$ cat config.mk
export PLATFORM = sky130hd
export DESIGN_NAME = temp_hyst_monitor
export DESIGN_NICKNAME = d
export VERILOG_FILES = /design/src/rtl/temp_hyst_pkg.sv /design/src/rtl/temp_hyst_monitor_channel.sv /design/src/rtl/temp_hyst_monitor.sv
export SDC_FILE = /design/constraint.sdc
export NUM_CORES = 1
export LEC_CHECK = 0
export ABC_AREA = 1
export CAP_MARGIN = 0
export CORE_UTILIZATION = 53
export DETAILED_ROUTE_END_ITERATION = 8
export PLACE_DENSITY = 0.78
export SETUP_SLACK_MARGIN = 0.02
export SLEW_MARGIN = 20
export SYNTH_ARGS = -nofsm -noshare
export SYNTH_HDL_FRONTEND = slang
export SYNTH_SLANG_ARGS = --single-unit
$ cat constraint.sdc
create_clock -name clk_in -period 1.8 [get_ports clk_in]
set_clock_uncertainty 0.15 [all_clocks]
set_input_delay 0.27 -clock clk_in [delete_from_list [all_inputs] [get_ports clk_in]]
set_output_delay 0.27 -clock clk_in [all_outputs]
set_load 0.05 [all_outputs]
$ cat src/rtl/temp_hyst_pkg.sv
// Shared types and helpers for the multi-channel hysteresis temperature monitor.
package temp_hyst_pkg;

  typedef enum logic [1:0] {
    NORMAL,
    PEND_HOT,
    HOT,
    PEND_COOL
  } hyst_state_t;

  localparam int unsigned DEB_CNT_W = 4;

  // Index width that never collapses to zero for a single-channel build.
  function automatic int unsigned clog2_min1(input int unsigned n);
    return (n <= 2) ? 1 : $clog2(n);
  endfunction

endpackage

$ cat src/rtl/temp_hyst_monitor_channel.sv
// One monitored channel: byte-loaded high/low thresholds and the debounced
// hysteresis FSM that produces the warn flag plus a one-cycle change pulse.
module hyst_channel
  import temp_hyst_pkg::*;
#(
  parameter int unsigned W   = 16,
  parameter int unsigned DEB = 3
) (
  input  logic         clk_in,
  input  logic         rst_n,
  input  logic         sample_hit_i,
  input  logic [W-1:0] sample_data_i,
  input  logic         cfg_we_hi_i,
  input  logic         cfg_we_lo_i,
  input  logic [7:0]   cfg_byte_i,
  output logic         warn_o,
  output logic         event_o
);

  localparam logic [DEB_CNT_W-1:0] DEB_C = DEB_CNT_W'(DEB);

  hyst_state_t          state_q;
  logic [DEB_CNT_W-1:0] cnt_q;
  logic [DEB_CNT_W-1:0] cnt_inc;
  logic [W-1:0]         thr_hi_q;
  logic [W-1:0]         thr_lo_q;
  logic                 warn_q;
  logic                 event_q;
  logic [W+7:0]         hi_shift;
  logic [W+7:0]         lo_shift;
  logic                 over_hi;
  logic                 under_lo;

  // New byte enters at the top, so an LSB-first burst of W/8 bytes replaces the register.
  assign hi_shift = {cfg_byte_i, thr_hi_q};
  assign lo_shift = {cfg_byte_i, thr_lo_q};
  assign cnt_inc  = cnt_q + DEB_CNT_W'(1);
  assign over_hi  = sample_data_i > thr_hi_q;
  assign under_lo = sample_data_i < thr_lo_q;
  assign warn_o   = warn_q;
  assign event_o  = event_q;

  always_ff @(posedge clk_in) begin
    if (!rst_n) begin
      state_q  <= NORMAL;
      cnt_q    <= '0;
      thr_hi_q <= '1;
      thr_lo_q <= '0;
      warn_q   <= 1'b0;
      event_q  <= 1'b0;
    end else begin
      event_q <= 1'b0;
      if (cfg_we_hi_i) thr_hi_q <= hi_shift[W+7:8];
      if (cfg_we_lo_i) thr_lo_q <= lo_shift[W+7:8];
      if (sample_hit_i) begin
        unique case (state_q)
          NORMAL: begin
            if (over_hi) begin
              if (DEB == 1) begin
                state_q <= HOT;
                warn_q  <= 1'b1;
                event_q <= 1'b1;
              end else begin
                state_q <= PEND_HOT;
                cnt_q   <= DEB_CNT_W'(1);
              end
            end
          end
          PEND_HOT: begin
            if (over_hi) begin
              if (cnt_inc == DEB_C) begin
                state_q <= HOT;
                cnt_q   <= '0;
                warn_q  <= 1'b1;
                event_q <= 1'b1;
              end else begin
                cnt_q <= cnt_inc;
              end
            end else begin
              state_q <= NORMAL;
              cnt_q   <= '0;
            end
          end
          HOT: begin
            if (under_lo) begin
              if (DEB == 1) begin
                state_q <= NORMAL;
                warn_q  <= 1'b0;
                event_q <= 1'b1;
              end else begin
                state_q <= PEND_COOL;
                cnt_q   <= DEB_CNT_W'(1);
              end
            end
          end
          PEND_COOL: begin
            if (under_lo) begin
              if (cnt_inc == DEB_C) begin
                state_q <= NORMAL;
                cnt_q   <= '0;
                warn_q  <= 1'b0;
                event_q <= 1'b1;
              end else begin
                cnt_q <= cnt_inc;
              end
            end else begin
              state_q <= HOT;
              cnt_q   <= '0;
            end
          end
          default: begin
            state_q <= NORMAL;
            cnt_q   <= '0;
            warn_q  <= 1'b0;
          end
        endcase
      end
    end
  end

endmodule

$ cat src/rtl/temp_hyst_monitor.sv
// Multi-channel hysteresis temperature monitor: channel decode, event encoder
// and optional sticky alarms (enabled by defining STICKY_ALARM_EN).
module temp_hyst_monitor
  import temp_hyst_pkg::*;
#(
  parameter  int unsigned W   = 16,
  parameter  int unsigned NCH = 2,
  parameter  int unsigned DEB = 3,
  localparam int unsigned CHW = clog2_min1(NCH)
) (
  input  logic           clk_in,
  input  logic           rst_n,
  input  logic           sample_valid,
  input  logic [CHW-1:0] sample_ch,
  input  logic [W-1:0]   sample_data,
  input  logic           cfg_we,
  input  logic [CHW-1:0] cfg_ch,
  input  logic           cfg_sel,
  input  logic [7:0]     cfg_byte,
  output logic [NCH-1:0] warn,
  output logic           warn_event,
  output logic [CHW-1:0] event_ch,
  output logic           event_rise,
  output logic [NCH-1:0] sticky,
  input  logic [NCH-1:0] sticky_clr
);

  logic [NCH-1:0] ch_event;
  logic [CHW-1:0] ev_ch_enc;
  logic           ev_rise_now;
  logic [CHW-1:0] last_ch_q;
  logic           last_rise_q;

  // Out-of-range channel indices simply match no instance.
  for (genvar g = 0; g < NCH; g++) begin : g_ch
    logic hit;
    logic we_hi;
    logic we_lo;

    assign hit   = sample_valid && (sample_ch == CHW'(g));
    assign we_hi = cfg_we && !cfg_sel && (cfg_ch == CHW'(g));
    assign we_lo = cfg_we &&  cfg_sel && (cfg_ch == CHW'(g));

    hyst_channel #(
      .W   (W),
      .DEB (DEB)
    ) u_ch (
      .clk_in        (clk_in),
      .rst_n         (rst_n),
      .sample_hit_i  (hit),
      .sample_data_i (sample_data),
      .cfg_we_hi_i   (we_hi),
      .cfg_we_lo_i   (we_lo),
      .cfg_byte_i    (cfg_byte),
      .warn_o        (warn[g]),
      .event_o       (ch_event[g])
    );
  end

  always_comb begin
    ev_ch_enc = '0;
    for (int unsigned i = 0; i < NCH; i++) begin
      if (ch_event[i]) ev_ch_enc = CHW'(i);
    end
  end

  // At most one channel changes per cycle, so the OR-reduction is unambiguous.
  assign ev_rise_now = |(ch_event & warn);
  assign warn_event  = |ch_event;
  assign event_ch    = warn_event ? ev_ch_enc : last_ch_q;
  assign event_rise  = warn_event ? ev_rise_now : last_rise_q;

  always_ff @(posedge clk_in) begin
    if (!rst_n) begin
      last_ch_q   <= '0;
      last_rise_q <= 1'b0;
    end else if (warn_event) begin
      last_ch_q   <= ev_ch_enc;
      last_rise_q <= ev_rise_now;
    end
  end

`ifdef STICKY_ALARM_EN
  logic [NCH-1:0] sticky_q;

  always_ff @(posedge clk_in) begin
    if (!rst_n) begin
      sticky_q <= '0;
    end else begin
      sticky_q <= (sticky_q & ~sticky_clr) | (ch_event & warn);
    end
  end

  assign sticky = sticky_q;
`else
  logic [NCH-1:0] unused_sticky_clr;

  assign unused_sticky_clr = sticky_clr;
  assign sticky            = '0;
`endif

endmodule
==> out/qor.yml <==
synthesis:
  synth_area_um2: 4900
  synth_top_area_share_pct: 33.5
  synthTopCellsByArea: "dfxtp_1 (33%), ha_1 (17%), a21oi_1 (8.9%)"
  ys_async_sr_fraction_pct: 0
  syn_area_per_cell_um2: 7.49
  netlist-cell-type-count: 35
  ys_ff_latch: 82
  syn_inst: 655
  synthFlopType: "dfxtp_1"
  synth_warnings: 0
  synth_edf_count: 0
  yosysSeqAreaShare_pct: 33.5
  synth_top_area_cell: "dfxtp_1"
clock_tree:
  cts_max_level: 3
  clock_latency_ns: 0.37
  cts_root_buffer: "clkbuf_8"
  clk_pin_slew_worst_paths_ns: 0.09
  tritoncts: "done"
  numCtsBuffers: 9
  holdBufCountCts: 0
  clkSinkCount: 82
  clk_path_buf_depth: 2
setup_path:
  crit_path_frequent_cell: "nand2_1"
  crit_family: "compound AO/OA/AOI/OAI gates"
  cp-start-kind: "register"
  max_stage_delay_ns: 0.32
  cp-end-kind: "register"
  required_ns: 1.96
  cp_num_cells: 12
  cp_max_fo: 4
  critPathBufInv: 2
  critPathSlowestCell: "dfxtp_1"
  crit_arrival_ns: 2.25
  cp_cell_sequence: "inv_1 > ha_1 > a21oi_1 > o21ai_2 > a21oi_2 > buf_4 > nand4_1 > nand2_2 > nor2_4 > nand2_1 > nand2_1 > nor2_1"
  reg2reg_depth: 12
  ff2ff_setup_slack_ns: -0.30
  crit_type: "reg2reg"
sta:
  period_minus_slack_ns: 2.10
  setup_tns_ns: -3.13
  worstMarginPinSlew_ns: 0.536
  report.final.hold_viol_count: 0
  relSlewSlack_pct: 64.3
  fmax_mhz: 477
  finalMaxSlewViolations: 0
  min_period_over_period_pct: 116
  setup-violations-final: 16
  rsz0062_at_grt: "true"
  worst_slack_ns: -0.295
final_layout:
  num-nets-final: 848
  layout_common_cells: "inv_1 (81), a21oi_1 (73), nand2_1 (72)"
  diodes: 0
  layout_commonest_cell: "inv_1"
  drive_gt1_share_pct: 36.1
  syn2layout_area_growth_pct: 37.3
grt:
  grt_use_total_pct: 29.1
  met2_usage_pct: 49.9
  grt_pass1_wl_um: 22100
  grt.overflow.total: 0
  grt_max_degree: 62
  grt_use_met3_pct: 5.37
  met1_usage_pct: 34.1
  antenna_found_initial: 0
  grt-busiest-layer: "met2"
  grt_pass1_vias: 4742
power_and_ir_drop:
  seq_power_share_pct: 44.5
  p_total_w: 0.00440
  p_int_w: 0.00300
  pwr-share-clk_pct: 29.9
  p_sw_share_pct: 31.7
  ir_drop_mv: 0.859
  p_sw_w: 0.00140
  combPwrFrac_pct: 25.6
  power.density_nw_per_um2: 653
  leakagePower_nw: 2.99
worst_hold_path:
  whs_path_depth: 3
  min_path_type: "in2reg"
run_status:
  violations: "DRC, setup timing"
  status: "complete, but fails checks"
die:
  core_um2: 8850
  die_area_um2: 9640
  ioPinCount: 40
  die_w_um: 98.2
  rows: 34
  start_util_pct: 55.4
  die_h_um: 98.2
placed_design:
  io_buffers: 35
  place_congestion: 0.855
  place_hpwl_um: 9070
detailed_routing:
  antenna_left: 0
  drt_pass1_iterations: 7
  vias_per_cell: 5.69
  wl_per_cell_um: 17.2
  drt_wl_total_um: 14800
  drc: 4
  vias: 4904
  drtIter0Drc: 308
job:
  drv_cap: 0
## cell type report
class,instances,area [um^2]
clock buffer,13,169
clock inverter,3,22.5
fill,562,2110
inverter,102,385
multi-input combinational,449,3450
sequential,82,1680
tap,108,135
timing repair buffer,105,896
## repair_timing
| item | 4_1_cts | 5_1_grt |
|---|---|---|
| gates resized for setup | 123 | 72 |
| buffers inserted | 10 | 4 |
| pin swaps | 37 | 35 |
| endpoints found under the setup margin | 16 | 16 |
## stage by stage
step           worst slack (ns)  hold WS (ns)  utilization, %  instances  instance area (um^2)
2_1_floorplan          -0.00375         0.246               -        656                  4910
3_3_place_gp             -0.700         0.294            65.1        832                  5760
3_5_place_dp             -0.768         0.308            65.1        832                  5760
4_1_cts                  -0.195        0.0273            72.8        858                  6440
5_1_grt                  -0.403        0.0366            76.1        862                  6740
6_report                 -0.295        0.0263            76.1        862                  6740
## kinds of logic (layout without fill, tap and decap cells)
| kind of cell | count (synthesis) | after routing | synth area share (%) |
|---|---|---|---|
| fa+ha+maj | 66 | 66 | 16.8 |
| compound gates | 177 | 177 | 19.4 |
| buf+inv | 125 | 223 | 10.0 |
| xor+xnor | 4 | 4 | 0.714 |
| flops | 82 | 82 | 33.5 |
| simple gates | 200 | 200 | 19.5 |
| other cells | 1 | 2 | 0.0765 |
## routing by layer
metal / share of wire, % / routed length (um)
met3: 5.7 / 845
met4: 4.0 / 594
met2: 50 / 7420
met1: 40 / 5930
met5: 0 / 0
## cell usage after synthesis, types with 3 or more instances
library cell and instances:
nand2_1 101, inv_1 100, a21oi_1 87, dfxtp_1 82, ha_1 66, o21ai_0 58, nor2_1 45, nand2_2 16
o211ai_1 16, nand3_1 15, clkbuf_1 13, o21ai_1 9, nand4_1 6, buf_2 5, buf_4 4, nor2_4 3
## path summary, 6_finish.rpt
check / from / endpoint
min reg2reg: g_ch[1].u_ch.thr_lo_q[4] / g_ch[1].u_ch.thr_lo_q[4]
min: rst_n / g_ch[0].u_ch.cnt_q[1]
max: g_ch[0].u_ch.thr_lo_q[11] / g_ch[0].u_ch.state_q[0]
max reg2reg: g_ch[0].u_ch.thr_lo_q[11] / g_ch[0].u_ch.state_q[0]
## registers in the layout, summed over array words and instances (netlist names)
| register | flops |
|---|---|
| g_ch.u_ch.thr_hi_q | 32 |
| g_ch.u_ch.warn_o | 2 |
| last_rise_q | 1 |
| g_ch.u_ch.state_q | 4 |
| g_ch.u_ch.thr_lo_q | 32 |
| g_ch.u_ch.cnt_q | 8 |
| g_ch.u_ch.event_o | 2 |
| last_ch_q | 1 |
## worst min-delay path, stage by stage
cell and delay, ns:
buf_2 0.13, inv_1 0.07, nor2_1 0.04
## power groups by stage
stage	Sequential (W)	Combinational, W	Clock (W)
finish	0.00196	0.00112	0.00132
global route	0.00197	0.00122	0.00139
CTS	0.00195	0.000974	0.00131
detailed placement	0.00199	0.000838	0
global placement	0.00198	0.000801	0
floorplan	0.00197	0.000512	0
(Power assumes the default switching activity.)
